`src/rtl/two_req_arb_pkg.sv`:
```
// Shared types and constants for the two-request round-robin arbiter.
package two_req_arb_pkg;

   typedef enum logic [1:0] {
      IDLE = 2'b00,
      HOLD = 2'b01,
      ACK  = 2'b10
   } state_t;

   localparam logic SRC_A = 1'b0;
   localparam logic SRC_B = 1'b1;

endpackage

```
`src/rtl/two_req_arbiter_rr_pick.sv`:
```
// Combinational round-robin pick between two requesters.
module rr_pick
   import two_req_arb_pkg::*;
(
   input  logic a_req,
   input  logic b_req,
   input  logic last_src,
   output logic win,
   output logic win_src
);

   always_comb begin
      win     = a_req | b_req;
      win_src = SRC_A;
      // On a tie the source that did not win last time goes first
      if (a_req && b_req) begin
         win_src = ~last_src;
      end else if (b_req) begin
         win_src = SRC_B;
      end
   end

endmodule

```
`src/rtl/two_req_arbiter.sv`:
```
// Two-request round-robin arbiter with valid/ready output and grant pulse.
// Optional grant counter built when ARB_GRANT_CNT_EN is defined.
module two_req_arbiter
   import two_req_arb_pkg::*;
#(
   parameter int unsigned CNT_W = 8
) (
   input  logic             clk,
   input  logic             rst,
   input  logic             a_req,
   input  logic             b_req,
   output logic             a_gnt,
   output logic             b_gnt,
   output logic             any_req,
   output logic             out_valid,
   input  logic             out_ready,
   output logic             out_src,
   output logic [CNT_W-1:0] grant_cnt
);

   state_t state;
   state_t state_d;
   logic   last_src;
   logic   last_src_d;
   logic   src_d;
   logic   valid_d;
   logic   a_gnt_d;
   logic   b_gnt_d;
   logic   win;
   logic   win_src;

   rr_pick u_rr_pick (
      .a_req    (a_req),
      .b_req    (b_req),
      .last_src (last_src),
      .win      (win),
      .win_src  (win_src)
   );

   // State and registered outputs
   always_ff @(posedge clk) begin
      if (rst) begin
         state     <= IDLE;
         last_src  <= SRC_B;
         out_src   <= SRC_A;
         out_valid <= 1'b0;
         a_gnt     <= 1'b0;
         b_gnt     <= 1'b0;
         any_req   <= 1'b0;
      end else begin
         state     <= state_d;
         last_src  <= last_src_d;
         out_src   <= src_d;
         out_valid <= valid_d;
         a_gnt     <= a_gnt_d;
         b_gnt     <= b_gnt_d;
         any_req   <= a_req | b_req;
      end
   end

   // Next state and next output values
   always_comb begin
      state_d    = state;
      last_src_d = last_src;
      src_d      = out_src;
      valid_d    = 1'b0;
      a_gnt_d    = 1'b0;
      b_gnt_d    = 1'b0;
      case (state)
         IDLE: begin
            if (win) begin
               state_d = HOLD;
               src_d   = win_src;
               valid_d = 1'b1;
            end
         end
         HOLD: begin
            // out_valid is high throughout HOLD, so out_ready alone completes it
            if (out_ready) begin
               state_d    = ACK;
               last_src_d = out_src;
               a_gnt_d    = (out_src == SRC_A);
               b_gnt_d    = (out_src == SRC_B);
            end else begin
               valid_d = 1'b1;
            end
         end
         ACK: begin
            state_d = IDLE;
         end
         default: begin
            state_d = IDLE;
         end
      endcase
   end

`ifdef ARB_GRANT_CNT_EN
   logic [CNT_W-1:0] cnt_q;

   always_ff @(posedge clk) begin
      if (rst) begin
         cnt_q <= '0;
      end else if (state == ACK) begin
         cnt_q <= cnt_q + CNT_W'(1);
      end
   end

   assign grant_cnt = cnt_q;
`else
   assign grant_cnt = '0;
`endif

endmodule

```
`config.mk`:
```
export PLATFORM = sky130hd
export DESIGN_NAME = two_req_arbiter
export DESIGN_NICKNAME = d
export VERILOG_FILES = /design/src/rtl/two_req_arb_pkg.sv /design/src/rtl/two_req_arbiter_rr_pick.sv /design/src/rtl/two_req_arbiter.sv
export SDC_FILE = /design/constraint.sdc
export NUM_CORES = 1
export LEC_CHECK = 0
export CORE_AREA = 3 3 40 42
export CTS_CLUSTER_SIZE = 24
export DETAILED_ROUTE_END_ITERATION = 10
export DIE_AREA = 0 0 43 45
export GPL_ROUTABILITY_DRIVEN = 0
export MAX_ROUTING_LAYER = met4
export PLACE_DENSITY = 0.65
export SYNTH_ARGS = -nofsm -noshare
export SYNTH_HDL_FRONTEND = slang
export SYNTH_SLANG_ARGS = --single-unit
export TNS_END_PERCENT = 1
```
`constraint.sdc`:
```
create_clock -name clk -period 1.17 [get_ports clk]
set_clock_uncertainty 0.1 [all_clocks]
set_input_delay 0.1755 -clock clk [delete_from_list [all_inputs] [get_ports clk]]
set_output_delay 0.1755 -clock clk [all_outputs]
set_load 0.05 [all_outputs]
```
# ---- Word level (Yosys, flattened, before mapping)
# Cells that the tools add are included.
dict set report totals {
  elab_cells 29
  reg_bits 8
  in_bits 5
  output_inout_bits 13
}
dict set report op_classes {
  muxes 8
  reduce_logical 6
  eq_ne 3
  n_bitwise 5
}
# cell count
set ops {}
lappend ops {{$reduce_and 2->1} 3}
lappend ops {{$mux 1} 4}
lappend ops {{$mux 2} 2}
lappend ops {{$not 1->1} 4}
lappend ops {{$pmux 2 s2} 1}
lappend ops {{$reduce_or 3->1} 1}
lappend ops {{$eq 2x1->1 const B} 1}
lappend ops {{$logic_not 2->1} 1}
lappend ops {{$ne 2x1->1 const B} 1}
lappend ops {{$ne 2x2->1 const B} 1}
lappend ops {{$pmux 1 s2} 1}
lappend ops {{$logic_and 1x1->1} 1}
lappend ops {{$or 1x1->1} 1}

# ---- Depth between registers and ports, before layout
# Gate-level depths: netlist of the first run.
dict set report logic_depth {
  depth_word 3
  mapped_depth 3
}

# ---- Modules after synthesis
# A second synthesis of the first run with hierarchy kept.
dict set report hier_totals {
  cells_unflattened 36
  hier_area_um2 355.3
}
# mod cells_each area_each_um2 instances
set by_module_without_submodules {}
lappend by_module_without_submodules {two_req_arbiter 34 341.6 1}
lappend by_module_without_submodules {rr_pick 2 13.8 1}

# ---- Worst setup path before layout of the first run
# OpenSTA, ideal clock, no wires.
dict set report synth_timing {
  path_type {flip-flop to flip-flop}
  startpoint {register state[0]}
  endpoint {register out_src}
  required_ps 953
  t_arrival_ps 918
  stages_incl_launch_ff 3
  n_path_buf 0
  slack_ps 34
  period_less_slack_ps 1136
  path_cell_list {dfxtp_1 > or3b_1 > a32o_1}
}
dict set report synth_between {
  elab_chain_cells 2
}
# element line_no
set synth_rtl {}
lappend synth_rtl {{start: declaration} two_req_arbiter.sv:21} ;# state_t state;
lappend synth_rtl {{start signal: assignment} two_req_arbiter.sv:51} ;# state <= state_d;
lappend synth_rtl {{$logic_not 2->1} two_req_arbiter.sv:69} ;# case (state)
lappend synth_rtl {{$reduce_and 2->1 (no line)} --}
lappend synth_rtl {{end signal: assignment} two_req_arbiter.sv:53} ;# out_src <= src_d;
lappend synth_rtl {{end: declaration} two_req_arbiter.sv:17} ;# output logic out_src,
# No other way between the ends.
# A chain may end at the register's enable or synchronous reset.

# ---- Final worst setup path of the first run
dict set report layout_timing {
  startpoint {register state[1]}
  endpoint {register out_src}
}
# The elaborated chain is that of the path after synthesis.

==> reports/qor.txt, run 1 <==
Via density - 4.29
Metal3 WL - 85 um
Cell Int Power - 0.487 mW
Highest routed layer - met4
Crit path launch type - flip-flop
Clock Latency Late Sink - 0.26 ns
RSZ-0062 raised after global routing - true
DRC viols - 0
Sequential-to-total area share from yosys stat - 47.1%
Filler Cell Count - 131
Sw Pwr - 0.233 mW
Sw frac - 32.4%
IO buf count - 9
Leakage - 0.233 nW
#FFs+latches synth - 8
Yosys cell types - 13
Mapped Cells - 36
Mean post-synth cell area - 9.45 um2
Power per cell area - 1380 mW/mm2
Total Wirelength - 646 um
Final setup fails - 0
Req. time, crit path - 1.22 ns
Minimum clock period - 1.13 ns
TritonCTS clock tree - done
Crit. End Element - flip-flop
Outcome - complete, no violations
Cts bufs inserted - 3
Top Ports - 18
Die H - 45 um
Gate power share - 27.9%
Design Area, Final - 523 um2
Number of global-route vias before repair - 262
Area Growth Syn to Fin - 53.7%
Row cnt - 13
WL per Instance - 9.79 um
Final Hold Viols - 0
Fin crit share - 96.8%
Pins Over Slew Limit - 0
Clock slew at reported path FFs - 0.06 ns
Clk buf depth - 2
Placed inst area - 499 um2
Estimated wirelength of the detail-placed design - 511 um
Total number of H-tree levels - 1
CTS root buf - clkbuf_4
Total of max-cap violations - 0
Clock Sinks - 8
Max Fanout on Critical Path - 2
Sequential Power Share - 42.6%
Fmax achieved - 883 MHz
Syn. warnings - 0
Metal1 wirelength - 284 um
N_diodes - 0
Clock network fraction of total power - 29.5%
First-pass GRT wire length - 1100 um
Initial Utilization - 26.5%
# nets final - 58
Util after Layout - 40.7%
Die width - 43 um
Data arrival, critical path - 1.18 ns
Die area - 0.00194 mm2
Tot GR Track Use - 8.59%
Total number of vias - 283
DRT iter0 DRCs - 4
Share of layout cells above drive strength 1 - 29.4%
Drt pass-1 iters - 2
Met2 routed WL - 258 um
Worst Hold Class - in -> reg
Most frequent cells in the layout - conb_1, dfxtp_1, buf_12, buf_4
Critical path class - reg -> reg
Most common cell after layout, fill and taps aside - conb_1
Worst vdd ir - 0.000407 V
Initial antenna violation count - 0
Post-route antenna net violation count - 0
Final Power - 0.720 mW
Total grt overflow - 0
Largest net degree at the start of global routing - 8
Cell Area, Synth - 340 um2
Core area - 0.00128 mm2
-- area by class of cell --
class	instances	area, um2	area share (%)
inverters	1	3.75	0.718
repair buffers	14	176	33.7
flip-flops and latches	8	163	31.1
clock buffers	3	22.5	4.31
multi-input cells	25	139	26.6
well taps	15	18.8	3.59
-- through the flow --
step	hold slack, ns	TNS (ns)	instances	worst slack (ns)
floorplan	0.191	0	43	0.0342
global placement	0.391	-0.796	63	-0.286
detailed placement	0.406	-0.829	63	-0.303
global route	0.322	-0.0161	66	-0.0161
finish	0.283	0	66	0.0370
CTS	0.283	0	66	0.0114
-- synthesized netlist by cell type --
cell / n / area, um2
a32o_1: 1 / 10.0
buf_4: 8 / 60.1
clkbuf_1: 1 / 3.75
conb_1: 1 / 3.75
dfxtp_1: 8 / 160
inv_1: 1 / 3.75
mux2i_1: 1 / 10.0
nand2_1: 2 / 7.51
nand3b_1: 1 / 7.51
nor2_1: 4 / 15.0
nor3_1: 3 / 15.0
nor4b_1: 4 / 35.0
or3b_1: 1 / 8.76
-- power by group through the flow --
stage,sequential (mW),combinational (mW),clock (mW)
final,0.307,0.201,0.213
after global placement,0.312,0.201,0
after floorplan,0.343,0.107,0
after CTS,0.306,0.201,0.220
after global routing,0.309,0.211,0.234
after detailed placement,0.312,0.201,0
-- registers in the layout, summed over array words and instances, names as in the netlist --
| signal | cells |
|---|---|
| out_src | 1 |
| a_gnt | 1 |
| out_valid | 1 |
| last_src | 1 |
| b_gnt | 1 |
| any_req | 1 |
| state | 2 |
-- timing repair --
action	CTS	global route
hold buffers	0	0
setup buffers	0	0
cloned	0	0
resized for setup	1	2
setup endpoints to repair	1	2
pin swaps	1	2
-- logic make-up after synthesis --
family | after synthesis | share of synthesized area (%)
muxes | 1 | 2.94
buffers and inverters | 10 | 19.9
other | 1 | 1.10
and+or+nand+nor | 15 | 26.1
AOI/OAI and AO/OA | 1 | 2.94
DFF | 8 | 47.1
-- worst paths after layout --
kind	slack, ns	endpoint	depth (start not counted)	start
max reg2reg	0.04	out_src$_SDFFE_PP0P_	2	state[1]$_SDFFE_PP0P_
min reg2reg	0.41	a_gnt$_SDFF_PP0_	1	out_src$_SDFFE_PP0P_
max	0.04	out_src$_SDFFE_PP0P_	2	state[1]$_SDFFE_PP0P_
min	0.28	any_req$_SDFF_PP0_	4	a_req
-- critical path, stage by stage, from the launching register on --
cell     delay [ns]
dfxtp_1        0.31
or3b_1         0.36
a32o_1         0.26
-- metal layers --
metal / GRT usage [%] / vias up
li1: - / 137
met4: 7.23 / 0
met1: 8.23 / 126
met2: 13.2 / 18
met5: - / -
met3: 3.98 / 2
No activity file was read; power rests on OpenSTA's default activity.
==> run 2: changes to the inputs <==
ABC_CLOCK_PERIOD_IN_PS = 1170   (was unset)
PLACE_DENSITY = 0.68   (was 0.65)
==> reports/qor.txt, run 2 (synthesis results as in run 1) <==
Crit path launch type - input port
Most frequent cells in the layout - conb_1, dfxtp_1, buf_12, buf_4, nor2_1
Total grt overflow - 0 (unchanged)
Post-route antenna net violation count - 0 (unchanged)
Pins Over Slew Limit - 0 (unchanged)
Clock Sinks - 8 (unchanged)
Cts bufs inserted - 3 (unchanged)
Number of global-route vias before repair - 226 (-14%)
Fmax achieved - 891 MHz (+0.96%)
IO buf count - 9 (unchanged)
WHS - 0.275 ns (-0.00748 ns)
Final Hold Viols - 0 (unchanged)
Crit path cell chain - clkdlybuf4s50_1 -> inv_1 -> a32o_1
WL per Instance - 9.33 um (-4.6%)
Most common cell after layout, fill and taps aside - conb_1
Via density - 4.20 (-2.1%)
Clk buf depth - 2 (unchanged)
Clock Latency Late Sink - 0.25 ns (about the same)
Max Fanout on Critical Path - 8 (+6)
DRT iter0 DRCs - 6 (+2)
Req. time, crit path - 1.21 ns (about the same)
Crit path buf inv count - 2 (+2)
Crit-path max cell delay - 0.64 ns (+0.28 ns)
Largest net degree at the start of global routing - 9 (+1)
Area Growth Syn to Fin - 55.1%
Top Ports - 18 (unchanged)
Crit-path slowest cell - clkdlybuf4s50_1
Worst Hold Class - in -> reg
Worst vdd ir - 0.000675 V (+66%)
Tot GR Track Use - 7.67% (-0.92 points)
Metal1 wirelength - 244 um (-14%)
Fin crit share - 95.9% (-0.93 points)
Minimum clock period - 1.12 ns (-0.0108 ns)
DRC viols - 0 (unchanged)
Power per cell area - 1350 mW/mm2 (-2.0%)
Die width - 43 um (unchanged)
Initial Utilization - 26.5% (unchanged)
N_diodes - 0 (unchanged)
Metal3 WL - 85 um (unchanged)
Largest register FFs - 2 (unchanged)
Area of the multi-input gates - 145 um2 (+4.5%)
TritonCTS clock tree - done
Drt pass-1 iters - 4 (+2)
First-pass GRT wire length - 938 um (-15%)
Die area - 0.00194 mm2 (unchanged)
Total number of vias - 277 (-2.1%)
# nets final - 58 (unchanged)
Row cnt - 13 (unchanged)
Total number of H-tree levels - 1 (unchanged)
Placed inst area - 499 um2 (unchanged)
CTS root buf - clkbuf_4
Leakage - 0.235 nW (+0.70%)
Die H - 45 um (unchanged)
Cell family with most CP delay - buffers and inverters
Share of layout cells above drive strength 1 - 29.4% (unchanged)
Met2 routed WL - 287 um (+11%)
Design Area, Final - 528 um2 (+0.96%)
Data arrival, critical path - 1.16 ns (-0.02 ns)
Estimated wirelength of the detail-placed design - 459 um (-10%)
Post-CTS setup repair buffer count - 0 (unchanged)
Highest routed layer - met3
Total of max-cap violations - 0 (unchanged)
Initial antenna violation count - 0 (unchanged)
Crit. End Element - flip-flop
Filler Cell Count - 131 (unchanged)
Sequential cell area - 161 um2 (-0.77%)
Largest Register - state
Critical path class - in -> reg
Cts hold-fix bufs - 0 (unchanged)
Core area - 0.00128 mm2 (unchanged)
TNS Setup - 0 ns (unchanged)
Clock slew at reported path FFs - 0.05 ns (about the same)
Final setup fails - 0 (unchanged)
Outcome - complete, no violations
Total Wirelength - 616 um (-4.6%)
RSZ-0062 raised after global routing - false
run 2: repair_timing:
item                       4_1_cts  5_1_grt
setup endpoints to repair        1        2
gates resized for setup          1        2
pin swaps                        1        0
gates cloned                     0        0
run 2: metal layers:
metal / GRT usage, % / vias up
met5: - / -
met4: 3.61 / 0
met3: 7.17 / 0
met2: 9.88 / 18
met1: 7.82 / 121
li1: - / 138
run 2: worst register-to-register path, cell delays in order, from the launching register on:
cell	delay, ns
dfxtp_1	0.30
or3b_1	0.36
a32o_1	0.25
run 2: final cells by class:
cell class / instances / share of cell area (%)
well taps: 15 / 3.55
flip-flops and latches: 8 / 30.6
repair buffers: 14 / 33.4
multi-input cells: 25 / 27.5
clock buffers: 3 / 4.27
inverters: 1 / 0.711
run 2: power breakdown:
part | total, mW | leakage [nW] | internal [mW] | switching (mW)
sequential | 0.307 | 0.0664 | 0.292 | 0.0146
combinational | 0.203 | 0.155 | 0.0784 | 0.124
clock | 0.203 | 0.0138 | 0.117 | 0.0864
total | 0.712 | 0.235 | 0.487 | 0.225
run 2: worst paths after layout:
kind	start	endpoint	slack (ns)	cells after the start
worst max register to register	state[0]$_SDFFE_PP0P_	out_src$_SDFFE_PP0P_	0.05	2
worst max-delay path	rst	out_src$_SDFFE_PP0P_	0.05	3
worst min-delay path	a_req	any_req$_SDFF_PP0_	0.28	4
worst min register to register	out_src$_SDFFE_PP0P_	a_gnt$_SDFF_PP0_	0.41	1
run 2: per-stage QoR:
step / setup WS [ns] / std cells / total power, mW / util, %
6_report: 0.0478 / 66 / 0.712 / 41.1
5_1_grt: 0.00466 / 66 / 0.751 / 41.1
4_1_cts: 0.00778 / 66 / 0.723 / 40.5
3_5_place_dp: -0.296 / 63 / 0.512 / 38.9
3_3_place_gp: -0.271 / 63 / 0.511 / 38.9
2_1_floorplan: 0.0342 / 43 / 0.450 / -
==> run 3: changes to the inputs <==
CAP_MARGIN = 20   (was unset)
CORE_AREA = unset   (was 3 3 40 42)
CORE_MARGIN = 3   (was unset)
CORE_UTILIZATION = 25   (was unset)
DIE_AREA = unset   (was 0 0 43 45)
PLACE_DENSITY = 0.67   (was 0.68)
SKIP_LAST_GASP = 1   (was unset)
==> reports/qor.txt, run 3 (synthesis results as in run 1) <==
Outcome - complete, no violations
Number of global-route vias before repair - 240 (+6.2%)
Fin crit share - 97.8% (+1.9 points)
Area of the multi-input gates - 139 um2 (-4.3%)
Fmax achieved - 874 MHz (-1.9%)
Clock slew at reported path FFs - 0.05 ns (about the same)
Estimated wirelength of the detail-placed design - 580 um (+26%)
Largest Register - state
# nets final - 58 (unchanged)
DRT iter0 DRCs - 2 (-4)
Post-CTS setup repair buffer count - 0 (unchanged)
Final Hold Viols - 0 (unchanged)
Minimum clock period - 1.14 ns (+0.0220 ns)
Via density - 4.38 (+4.5%)
Power per cell area - 1360 mW/mm2 (+0.83%)
TNS Setup - 0 ns (unchanged)
Metal1 wirelength - 226 um (-7.4%)
Max Fanout on Critical Path - 2 (-6)
Initial Utilization - 28.7% (+2.2 points)
Req. time, crit path - 1.20 ns (about the same)
Crit. End Element - flip-flop
Clock Latency Late Sink - 0.24 ns (about the same)
Final setup fails - 0 (unchanged)
Leakage - 0.233 nW (-0.76%)
Core area - 0.00119 mm2 (-7.7%)
Crit-path slowest cell - or3b_1
Drt pass-1 iters - 2 (-2)
N_diodes - 0 (unchanged)
Top Ports - 18 (unchanged)
Highest routed layer - met3
Crit path cell chain - or3b_1 -> a32o_1
Worst vdd ir - 0.000840 V (+24%)
Total Wirelength - 670 um (+8.8%)
Critical path class - reg -> reg
Total number of vias - 285 (+2.9%)
Metal3 WL - 107 um (+26%)
WL per Instance - 10.3 um (+10%)
Tot GR Track Use - 7.71% (+0.040 points)
Crit path launch type - flip-flop
Sequential cell area - 160 um2 (-0.78%)
Cts hold-fix bufs - 0 (unchanged)
Data arrival, critical path - 1.17 ns (about the same)
Worst Hold Class - in -> reg
Largest net degree at the start of global routing - 7 (-2)
Cts bufs inserted - 3 (unchanged)
Pins Over Slew Limit - 0 (unchanged)
Die area - 0.00184 mm2 (-4.9%)
Total grt overflow - 0 (unchanged)
Largest register FFs - 2 (unchanged)
Row cnt - 12 (-1)
Area Growth Syn to Fin - 52.6%
Clock Sinks - 8 (unchanged)
DRC viols - 0 (unchanged)
IO buf count - 9 (unchanged)
Total of max-cap violations - 0 (unchanged)
Clk buf depth - 2 (unchanged)
Met2 routed WL - 336 um (+17%)
Filler Cell Count - 119 (-9.2%)
Share of layout cells above drive strength 1 - 25.5% (-3.9 points)
Final Power - 0.706 mW (-0.84%)
First-pass GRT wire length - 972 um (+3.6%)
Die H - 42.9 um (-4.7%)
Initial antenna violation count - 0 (unchanged)
CTS root buf - clkbuf_4
RSZ-0062 raised after global routing - true
Post-route antenna net violation count - 0 (unchanged)
Die width - 42.9 um (-0.24%)
Crit-path max cell delay - 0.37 ns (-0.27 ns)
Most frequent cells in the layout - conb_1, dfxtp_1, buf_12, buf_4
TritonCTS clock tree - done
Total number of H-tree levels - 1 (unchanged)
[run 3: repair_timing]
item / CTS / global route
setup endpoints to repair: 1 / 2
pin swaps: 1 / 0
resized for setup: 1 / 0
[run 3: worst max-delay path, delay by kind of cell, from the launching register on]
| family | cells | cell delay [ns] |
|---|---|---|
| AO/OA/AOI/OAI | 1 | 0.26 |
| flip-flops | 1 | 0.31 |
| AND/OR/NAND/NOR | 1 | 0.37 |
[run 3: worst paths after layout]
kind / slack (ns) / to / start / cells after the start
min: 0.31 / any_req$_SDFF_PP0_ / a_req / 4
max: 0.03 / out_src$_SDFFE_PP0P_ / state[0]$_SDFFE_PP0P_ / 2
min reg2reg: 0.42 / out_src$_SDFFE_PP0P_ / last_src$_SDFFE_PP1P_ / 2
max reg2reg: 0.03 / out_src$_SDFFE_PP0P_ / state[0]$_SDFFE_PP0P_ / 2
[run 3: routing by layer]
metal | track usage, % | up-vias
li1 | - | 138
met1 | 6.55 | 131
met2 | 13.2 | 16
met3 | 7.20 | 0
met4 | 0 | 0
met5 | - | -
[run 3: cell type report]
cell class              instances  share of cell area, %
flip-flops and latches          8                   30.8
well taps                      14                   3.37
clock buffers                   3                   4.34
multi-input cells              25                   26.7
inverters                       1                  0.723
repair buffers                 14                   34.0
[run 3: metrics by stage]
stage               utilization, %  hold slack [ns]  instances  instance area [um2]  setup slack (ns)
floorplan                        -            0.191         43                  367            0.0342
global placement              42.0            0.382         62                  498            -0.277
detailed placement            42.0            0.425         62                  498            -0.334
CTS                           43.8            0.315         65                  519            0.0151
global route                  43.8            0.339         65                  519           -0.0143
finish                        43.8            0.313         65                  519            0.0258
[run 3: where the power goes]
part	switching, mW	internal, mW	leakage [nW]
Combinational	0.124	0.0768	0.153
Clock	0.0826	0.117	0.0138
Sequential	0.0153	0.291	0.0660
